--- config.mk ---
export PLATFORM = sky130hd
export DESIGN_NAME = uart_rx_flat
export DESIGN_NICKNAME = d
export VERILOG_FILES = /design/src/rtl/uart_pkg.sv /design/src/rtl/uart_rx_if.sv /design/src/rtl/uart_os_tick.sv /design/src/rtl/uart_rx.sv /design/src/flat_wrapper.sv
export SDC_FILE = /design/constraint.sdc
export NUM_CORES = 1
export LEC_CHECK = 0
export ABC_AREA = 0
export CAP_MARGIN = 20
export CELL_PAD_IN_SITES_DETAIL_PLACEMENT = 1
export CELL_PAD_IN_SITES_GLOBAL_PLACEMENT = 1
export CORE_MARGIN = 3
export CORE_UTILIZATION = 42
export DETAILED_ROUTE_END_ITERATION = 7
export PLACE_DENSITY_LB_ADDON = 0.05
export SYNTH_ARGS = -nofsm -noshare
export SYNTH_HDL_FRONTEND = slang
export SYNTH_SLANG_ARGS = --single-unit
--- constraint.sdc ---
create_clock -name clk -period 1.8 [get_ports clk]
set_input_delay 0.18 -clock clk [delete_from_list [all_inputs] [get_ports clk]]
set_output_delay 0.18 -clock clk [all_outputs]
set_load 0.1 [all_outputs]
--- src/rtl/uart_pkg.sv ---
// rtl/uart_pkg.sv - shared types and helpers for the UART receive path
package uart_pkg;

   typedef enum logic [1:0] {IDLE, START, DATA, STOP} state_t;

   localparam int DATA_BITS = 8;

   // Clocks per oversample tick; never below 1 so the divider always advances.
   function automatic int calc_div(input int clk_freq, input int baud_rate, input int oversample);
      int d;
      d = clk_freq / (baud_rate * oversample);
      return (d < 1) ? 1 : d;
   endfunction

endpackage

--- src/rtl/uart_rx_if.sv ---
// rtl/uart_rx_if.sv - received-byte holding register handshake and status bundle
interface uart_rx_if;

   logic [7:0] data_out;
   logic       data_valid;
   logic       data_ready;
   logic       frame_err;
   logic       overrun;
   logic       busy;

   modport master (
      output data_out, data_valid, frame_err, overrun, busy,
      input  data_ready
   );

   modport slave (
      input  data_out, data_valid, frame_err, overrun, busy,
      output data_ready
   );

endinterface

--- src/rtl/uart_os_tick.sv ---
// rtl/uart_os_tick.sv - oversampling tick divider, restartable via clear
module uart_os_tick #(
   parameter int DIV = 1
) (
   input  logic clk,
   input  logic reset,
   input  logic clear,
   output logic os_tick
);

   localparam logic [15:0] TOP = 16'(DIV - 1);

   logic [15:0] cnt;

   always_ff @(posedge clk or posedge reset) begin
      if (reset) begin
         cnt <= '0;
      end else if (clear || cnt == TOP) begin
         cnt <= '0;
      end else begin
         cnt <= cnt + 16'd1;
      end
   end

   assign os_tick = (cnt == TOP);

endmodule

--- src/rtl/uart_rx.sv ---
// rtl/uart_rx.sv - 8N1 UART receiver with mid-bit sampling and a valid/ready holding register
module uart_rx
   import uart_pkg::*;
#(
   parameter int CLK_FREQ   = 50000000,
   parameter int BAUD_RATE  = 9600,
   parameter int OVERSAMPLE = 16
) (
   input  logic       clk,
   input  logic       reset,
   input  logic       rx,
   uart_rx_if.master  bus
);

   localparam int             DIV         = calc_div(CLK_FREQ, BAUD_RATE, OVERSAMPLE);
   localparam int             SW          = $clog2(OVERSAMPLE);
   localparam logic [SW-1:0]  MID_START   = SW'(OVERSAMPLE / 2 - 1);
   localparam logic [SW-1:0]  LAST_SAMPLE = SW'(OVERSAMPLE - 1);
   localparam logic [2:0]     LAST_BIT    = 3'(DATA_BITS - 1);

   state_t        state;
   logic          rx_meta, rx_s, rx_prev;
   logic [SW-1:0] sample_cnt, sample_next;
   logic [2:0]    bit_idx;
   logic [7:0]    shift;
   logic          os_tick, tick_clear;
   logic [7:0]    data_q;
   logic          valid_q, fe_q, ov_q;

   // Holding the divider in clear while idle restarts its phase at the start edge.
   assign tick_clear  = (state == IDLE);
   assign sample_next = (sample_cnt == LAST_SAMPLE) ? '0 : sample_cnt + 1'b1;

   uart_os_tick #(.DIV(DIV)) u_os_tick (
      .clk     (clk),
      .reset   (reset),
      .clear   (tick_clear),
      .os_tick (os_tick)
   );

   always_ff @(posedge clk or posedge reset) begin
      if (reset) begin
         rx_meta <= 1'b1;
         rx_s    <= 1'b1;
         rx_prev <= 1'b1;
      end else begin
         rx_meta <= rx;
         rx_s    <= rx_meta;
         rx_prev <= rx_s;
      end
   end

   always_ff @(posedge clk or posedge reset) begin
      if (reset) begin
         state      <= IDLE;
         sample_cnt <= '0;
         bit_idx    <= '0;
         shift      <= '0;
         data_q     <= '0;
         valid_q    <= 1'b0;
         fe_q       <= 1'b0;
         ov_q       <= 1'b0;
      end else begin
         fe_q <= 1'b0;
         ov_q <= 1'b0;
         if (valid_q && bus.data_ready) begin
            valid_q <= 1'b0;
         end
         case (state)
            IDLE: begin
               if (rx_prev && !rx_s) begin
                  sample_cnt <= '0;
                  state      <= START;
               end
            end
            START: begin
               if (os_tick) begin
                  if (sample_cnt == MID_START) begin
                     sample_cnt <= '0;
                     bit_idx    <= '0;
                     state      <= rx_s ? IDLE : DATA;
                  end else begin
                     sample_cnt <= sample_next;
                  end
               end
            end
            DATA: begin
               if (os_tick) begin
                  sample_cnt <= sample_next;
                  if (sample_cnt == LAST_SAMPLE) begin
                     shift   <= {rx_s, shift[7:1]};
                     bit_idx <= bit_idx + 3'd1;
                     if (bit_idx == LAST_BIT) begin
                        state <= STOP;
                     end
                  end
               end
            end
            STOP: begin
               if (os_tick) begin
                  sample_cnt <= sample_next;
                  if (sample_cnt == LAST_SAMPLE) begin
                     state <= IDLE;
                     if (!rx_s) begin
                        fe_q <= 1'b1;
                     end else if (!valid_q || bus.data_ready) begin
                        data_q  <= shift;
                        valid_q <= 1'b1;
                     end else begin
                        ov_q <= 1'b1;
                     end
                  end
               end
            end
            default: state <= IDLE;
         endcase
      end
   end

   assign bus.data_out   = data_q;
   assign bus.data_valid = valid_q;
   assign bus.frame_err  = fe_q;
   assign bus.overrun    = ov_q;
   assign bus.busy       = (state != IDLE);

endmodule
--- src/flat_wrapper.sv ---
// flat-port wrapper written by rule: the top's interface ports become plain ports
module uart_rx_flat import uart_pkg::*;
#(
   parameter int CLK_FREQ   = 50000000,
   parameter int BAUD_RATE  = 9600,
   parameter int OVERSAMPLE = 16
)
  (clk, reset, rx, bus_data_out, bus_data_valid, bus_frame_err, bus_overrun, bus_busy, bus_data_ready);
  uart_rx_if bus_i ();
  input  logic clk;
  input  logic reset;
  input  logic rx;
  output wire logic [$bits(bus_i.data_out)-1:0] bus_data_out;
  output wire logic [$bits(bus_i.data_valid)-1:0] bus_data_valid;
  output wire logic [$bits(bus_i.frame_err)-1:0] bus_frame_err;
  output wire logic [$bits(bus_i.overrun)-1:0] bus_overrun;
  output wire logic [$bits(bus_i.busy)-1:0] bus_busy;
  input wire logic [$bits(bus_i.data_ready)-1:0] bus_data_ready;
  assign bus_data_out = bus_i.data_out;
  assign bus_data_valid = bus_i.data_valid;
  assign bus_frame_err = bus_i.frame_err;
  assign bus_overrun = bus_i.overrun;
  assign bus_busy = bus_i.busy;
  assign bus_i.data_ready = bus_data_ready;
  uart_rx #(.CLK_FREQ(CLK_FREQ), .BAUD_RATE(BAUD_RATE), .OVERSAMPLE(OVERSAMPLE)) u_core (.clk(clk), .reset(reset), .rx(rx), .bus(bus_i));
endmodule
## Word level (Yosys, flattened, before mapping)

Index checks and enable logic that the tools add are counted.

| word-level totals | value |
|---|---|
| word-level logic and storage cells | 83 |
| bits in registers | 47 |
| bits in latches | 0 |
| RAM bits | 0 |
| memories kept | 0 |
| memory bits (read-only) | 0 |
| output and inout bits | 12 |
| input port bits | 4 |

| operators by class | value |
|---|---|
| div/mod/pow operators | 0 |
| order comparisons | 0 |
| $add $sub $neg | 3 |
| multiply operators | 0 |
| shift-type cells | 0 |
| mux-type cells | 37 |
| equality and inequality tests | 16 |
| reduce and logical (&&, ||, !) cells | 15 |
| bitwise gates (word level) | 0 |

Operators by type and width:

| operator | count |
|---|---|
| two-way mux 4 bit | 5 |
| two-way mux 2 bit | 9 |
| inequality test 2 x 1 -> 1 bit, second input constant | 9 |
| adder 16 x 1 -> 16 bit, second input constant | 1 |
| == test 16 x 9 -> 1 bit, second input constant | 1 |
| two-way mux 16 bit | 1 |
| two-way mux 1 bit | 15 |
| two-way mux 3 bit | 4 |
| one-hot mux 4 bit (3 select lines) | 1 |
| AND reduction 5 bit | 2 |
| one-hot mux 2 bit (4 select lines) | 1 |
| AND reduction 8 bit | 1 |
| one-hot mux 3 bit (2 select lines) | 1 |
| AND reduction 3 bit | 2 |
| adder 4 x 1 -> 4 bit, second input constant | 1 |
| == test 2 bit, second input constant | 2 |
| == test 4 x 3 -> 1 bit, second input constant | 1 |
| == test 4 bit, second input constant | 1 |
| nonzero test 2 bit | 2 |
| adder 3 x 1 -> 3 bit, second input constant | 1 |
| == test 3 bit, second input constant | 1 |
| == test 2 x 1 -> 1 bit, second input constant | 1 |
| logical AND 1 bit | 2 |
| logical NOT 1 bit | 2 |
| 3 further kinds | 4 |

## Logic depth before layout (Yosys ltp)

| logic depth | value |
|---|---|
| depth in word-level cells | 7 |
| depth in mapped cells | 8 |

## Modules after synthesis

Synthesis repeated with hierarchy kept, for this count alone.

| second synthesis, totals | value |
|---|---|
| cells, all modules | 191 |
| area total of the unflattened synthesis | 2,222.1 um^2 |

Modules (own cells, without submodules):

| module | area each (um^2) | sequential area each (um^2) | cells an instance | times used |
|---|---|---|---|---|
| uart_rx | 1,396.3 | 779.5 | 107 | 1 |
| uart_os_tick | 825.8 | 400.4 | 84 | 1 |

## Worst setup path after synthesis

OpenSTA, ideal clock, no wires.

| timing | value |
|---|---|
| path type | register to register |
| from | register u_core.state[0] |
| to | register u_core.u_os_tick.cnt[10] |
| setup slack | -193 ps |
| data required time | 1,728 ps |
| setup time | 72 ps |
| clock period less this slack | 1,993 ps |
| arrival time | 1,920 ps |
| stages on the path, launching flop included | 7 |
| cell sequence | dfrtp_1 inv_1 ha_1 inv_1 nand2_1 clkbuf_1 nor2_1 |

| on the way | value |
|---|---|
| cells in the longest elaborated chain, start to end | 3 |

RTL lines:

| item | line | source |
|---|---|---|
| from (decl) | uart_rx.sv:21 | `state_t state;` |
| from (signal assigned) | uart_rx.sv:81 | `state <= rx_s ? IDLE : DATA;` |
| logical NOT 2 bit | uart_rx.sv:31 | `assign tick_clear = (state == IDLE);` |
| logical OR 1 bit | uart_os_tick.sv:18 | `end else if (clear \|\| cnt == TOP) begin` |
| two-way mux 16 bit | uart_os_tick.sv:18 |  |
| to (signal assigned) | uart_os_tick.sv:21 | `cnt <= cnt + 16'd1;` |
| to (decl) | uart_os_tick.sv:13 | `logic [15:0] cnt;` |

Every way passes these cells.
A chain may end at the register's enable or synchronous reset.

## Worst setup path in the final report

| timing | value |
|---|---|
| from | register u_core.u_os_tick.cnt[13] |
| to | register u_core.data_q[7] (netlist: u_core.bus.data_out[7]) |

| on the way | value |
|---|---|
| cells in the longest elaborated chain, start to end | 2 |

RTL lines:

| item | line | source |
|---|---|---|
| == test 16 x 9 -> 1 bit | uart_os_tick.sv:25 | `assign os_tick = (cnt == TOP);` |
| AND reduction 5 bit (no source line) | n/a |  |
| to (signal assigned) | uart_rx.sv:107 | `data_q <= shift;` |
| to (decl) | uart_rx.sv:27 | `logic [7:0] data_q;` |

Every way passes these cells.

==> summary by stage <==
STA
For the pin with the worst max-slew slack, the measured transition is 0.5382 ns. For the final routed database, the setup TNS stands at -1.589 ns. Measured against its own limit, the worst slew margin works out to 63.74%. The hold violation count in the final report is 0. The final setup violation count is 22.

The setup clock skew after layout is 0.01004 ns. Across all setup checks in the final design, the least slack found is -0.1564 ns. The time the worst path needs with I/O delays and setup is 1.956 ns. The part of the cycle the worst path needs is 108.7%. Across all hold checks on the routed design, the worst slack comes to 0.1435 ns. The max-slew violation count came to 0. Derived from the worst setup path, the maximum achievable clock frequency is 511.1 MHz.

Setup repair after global routing could not meet its margin everywhere.

Routing
The vias per cell is 5.192. The post-detailed-route DRC marker count is 0. The detailed-route via count is 1620. The count of routing violations after the opening detailed-route iteration is 45. The routed wire length per instance is 16.22 um. After detailed routing, the total wire length is 5062 um.

The first detailed-routing pass took 4 iterations. The number of nets with antenna violations after detailed routing is 0.

Floorplan
The core region is 4880 um2. The standard-cell row count is 25. The number of top-level pins is 16. The floorplan die area is 6129 um2. From bottom edge to top edge, the die measures 78.29 um. The starting density of the core is 44.97%. From left edge to right edge, the die measures 78.29 um.

Power
The maximum VDD drop is 0.7967 mV. Summed over all cells, the static leakage comes to 1.371 nW. The cell area power density is 1092 nW/um2.

Global routing
For met2 alone, demand over resource in global routing was 34.08%. The largest net degree at the start of global routing is 37. Across every metal layer, demand over resource in global routing totals 18.23%. The initial antenna violation count is 0. The global routing stage identified its most utilized layer as met2. The global-route wire length before repair is 8728 um. The met1 capacity usage during global routing is 20.92%. Summed over all layers, the global routing overflow is 0.

The met3 usage in global routing is 3.555%. The number of global-route vias before repair is 1841.

Clocking
The tree is rooted in a clkbuf_8. The maximum level of the CTS H-tree is 2. The maximum root-to-sink buffer count is 2. TritonCTS built the clock tree. At the later pin of the worst-skew pair, clock insertion delay measures 0.30 ns. After clock tree synthesis, the clock-pin slew on the worst setup and hold paths is 0.09 ns. CTS saw 47 sinks. Clock tree synthesis inserted a total of 5 buffers.

Critical path
The worst setup path is launched from a register. The worst stage delay on the critical path is 0.43 ns. The cell with the largest stage delay on the worst path is dfrtp_1.

The dominant delay contributor by cell family on the critical path is simple AND/OR/NAND/NOR gates. STA puts the critical path data required time at 1.99 ns. The largest fanout on the critical path is 8. The worst setup path is of the reg2reg kind.

The critical path data arrival time is 2.15 ns. The kind of end point of the critical path is a register. The signal on the critical path passes through nor4_4, and4_4, nand4_1, nor2b_1, buf_6, mux2_4. Together, buffers and inverters on the worst path number 1.

Min path
The worst hold path class is in2async.

Finish
From synthesis to final layout, the design area changed by 33.24%. Summing all non-filler instances in the final layout gives an area of 2924 um2. The share of layout cells above drive strength 1 is 38.37%.

The net count reported at finish is 257. Once layout is complete, the utilization of the core stands at 59.92%. The number of antenna diodes in the final layout is 0.

Synth
After synthesis, the cell types taking the most area are dfrtp_1, mux2_2, ha_1. dfrtp_1 takes more of the synthesized area than any other cell. After technology mapping, the gate count stands at 196.

For this run, the leading register cell type out of synthesis is dfrtp_1. After synthesis, the share of flip-flops with an asynchronous set or reset is 100.0%. For this run, the number of Yosys warnings is 0.

The net count after synthesis is 209. The cell area that synthesis handed to floorplanning was 2195 um2. The number of enable-type register cells in the synthesized netlist is 0. The mean post-synth cell area is 11.20 um2. The top-area cell type share of the netlist area is 50.17%. Counting flops and latches in the post-synthesis netlist gives 47. The sequential element share of the synthesized area is 53.76%. The number of different library cells used by synthesis comes to 38.

Placement
The pre-CTS setup slack is -0.1860 ns. The routability congestion estimate from global placement is 0.8801. The count of buffers from port buffering is 15. The wire-length estimate of the detail-placed layout is 3568 um. The placed standard-cell area is 2634 um2.

Job
The number of max-capacitance violations reported is 0.

Outcome
The flow ran to the end, but the final reports show violations. The final reports fail on setup timing.
-- area by class of cell --
type | count | area, um2
inverters | 14 | 56.30
clock buffers | 5 | 68.82
flip-flops and latches | 47 | 1180
clock inverters | 3 | 43.79
well taps | 67 | 83.83
fillers | 529 | 1956
multi-input cells | 132 | 1117
repair buffers | 44 | 374.1
-- flip-flops by register name (all words and copies together), names as in the netlist, named ones only --
| signal | cells |
|---|---|
| u_core.bit_idx | 3 |
| u_core.bus.data_out | 8 |
| u_core.bus.data_valid | 1 |
| u_core.bus.frame_err | 1 |
| u_core.bus.overrun | 1 |
| u_core.rx_meta | 1 |
| u_core.rx_prev | 1 |
| u_core.rx_s | 1 |
| u_core.sample_cnt | 4 |
| u_core.shift | 8 |
| u_core.state | 1 |
| u_core.u_os_tick.cnt | 16 |
-- worst register-to-register path, delay by kind of cell, from the launching register on --
family,cells,cell delay (ns)
buffers and inverters,1,0.18
DFF,1,0.43
muxes,1,0.31
and+or+nand+nor,4,0.92
-- stage by stage --
stage	std cells	power [mW]
after global placement	301	2.209
final	312	3.194
after floorplan	196	1.870
after detailed placement	301	2.279
after CTS	310	3.113
after global routing	312	3.407
-- worst paths after layout --
kind,start,endpoint,slack [ns],cells after the start
max in group asynchronous,reset,u_core.sample_cnt[2],1.16,3
worst min-delay path,reset,u_core.bus.overrun,0.14,2
min in group clk,rx,u_core.rx_meta,0.28,1
worst max register to register,u_core.u_os_tick.cnt[13],u_core.bus.data_out[7],-0.16,6
worst max-delay path,u_core.u_os_tick.cnt[13],u_core.bus.data_out[7],-0.16,6
worst min register to register,u_core.rx_meta,u_core.rx_s,0.36,0
-- power by group --
group,switching [mW],internal [mW]
Sequential,0.0595,1.14
Clock,0.361,0.414
Combinational,0.699,0.522
-- repair_timing --
action / 4_1_cts / 5_1_grt
hold buffers: 0 / 0
resized for setup: 17 / 17
endpoints found under the hold margin: 0 / 0
setup buffers: 1 / 2
pin swaps: 4 / 2
setup endpoints to repair: 23 / 27
-- Yosys cell counts (all sizes together), types with 2 or more instances --
library cell,instances
a21oi,3
and3,5
and4,3
clkbuf,2
dfrtp,44
dfstp,3
ha,9
inv,14
mux2,17
mux2i,4
nand2,18
nand2b,2
nand3,5
nand4,5
nor2,19
nor2b,2
nor3,2
nor4,2
o21ai,11
or3,2
xnor2,6
xor2,6
-- per-layer routing --
metal | share of wire (%) | up-vias
met5 | 0 | -
met2 | 54 | 15
met1 | 42 | 827
li1 | - | 771
met4 | 1.3 | 0
met3 | 2.4 | 7
-- cells in the final DEF, fill, tap and decap left out, types with 4 or more instances in the layout --
| master | synthesis | routed |
|---|---|---|
| and3_1 | 4 | 4 |
| buf_4 | 1 | 36 |
| clkbuf_8 | 0 | 5 |
| dfrtp_1 | 44 | 44 |
| ha_1 | 9 | 7 |
| inv_1 | 14 | 10 |
| mux2_2 | 17 | 9 |
| mux2_4 | 0 | 8 |
| mux2i_1 | 4 | 4 |
| nand2_1 | 18 | 15 |
| nand3_1 | 5 | 4 |
| nand4_1 | 5 | 5 |
| nor2_1 | 19 | 17 |
| o21ai_0 | 10 | 10 |
| xnor2_1 | 6 | 6 |
| xor2_1 | 6 | 6 |
-- cells by family after synthesis --
logic type	count (synthesis)	synth area share [%]
adder cells (fa/ha/maj)	9	5.131
XOR/XNOR	12	4.789
AO/OA/AOI/OAI	19	5.359
multiplexers	21	10.55
buffers and inverters	17	3.079
flip-flops	47	53.76
AND/OR/NAND/NOR	71	17.33
Power figures use the tool's default switching activity.
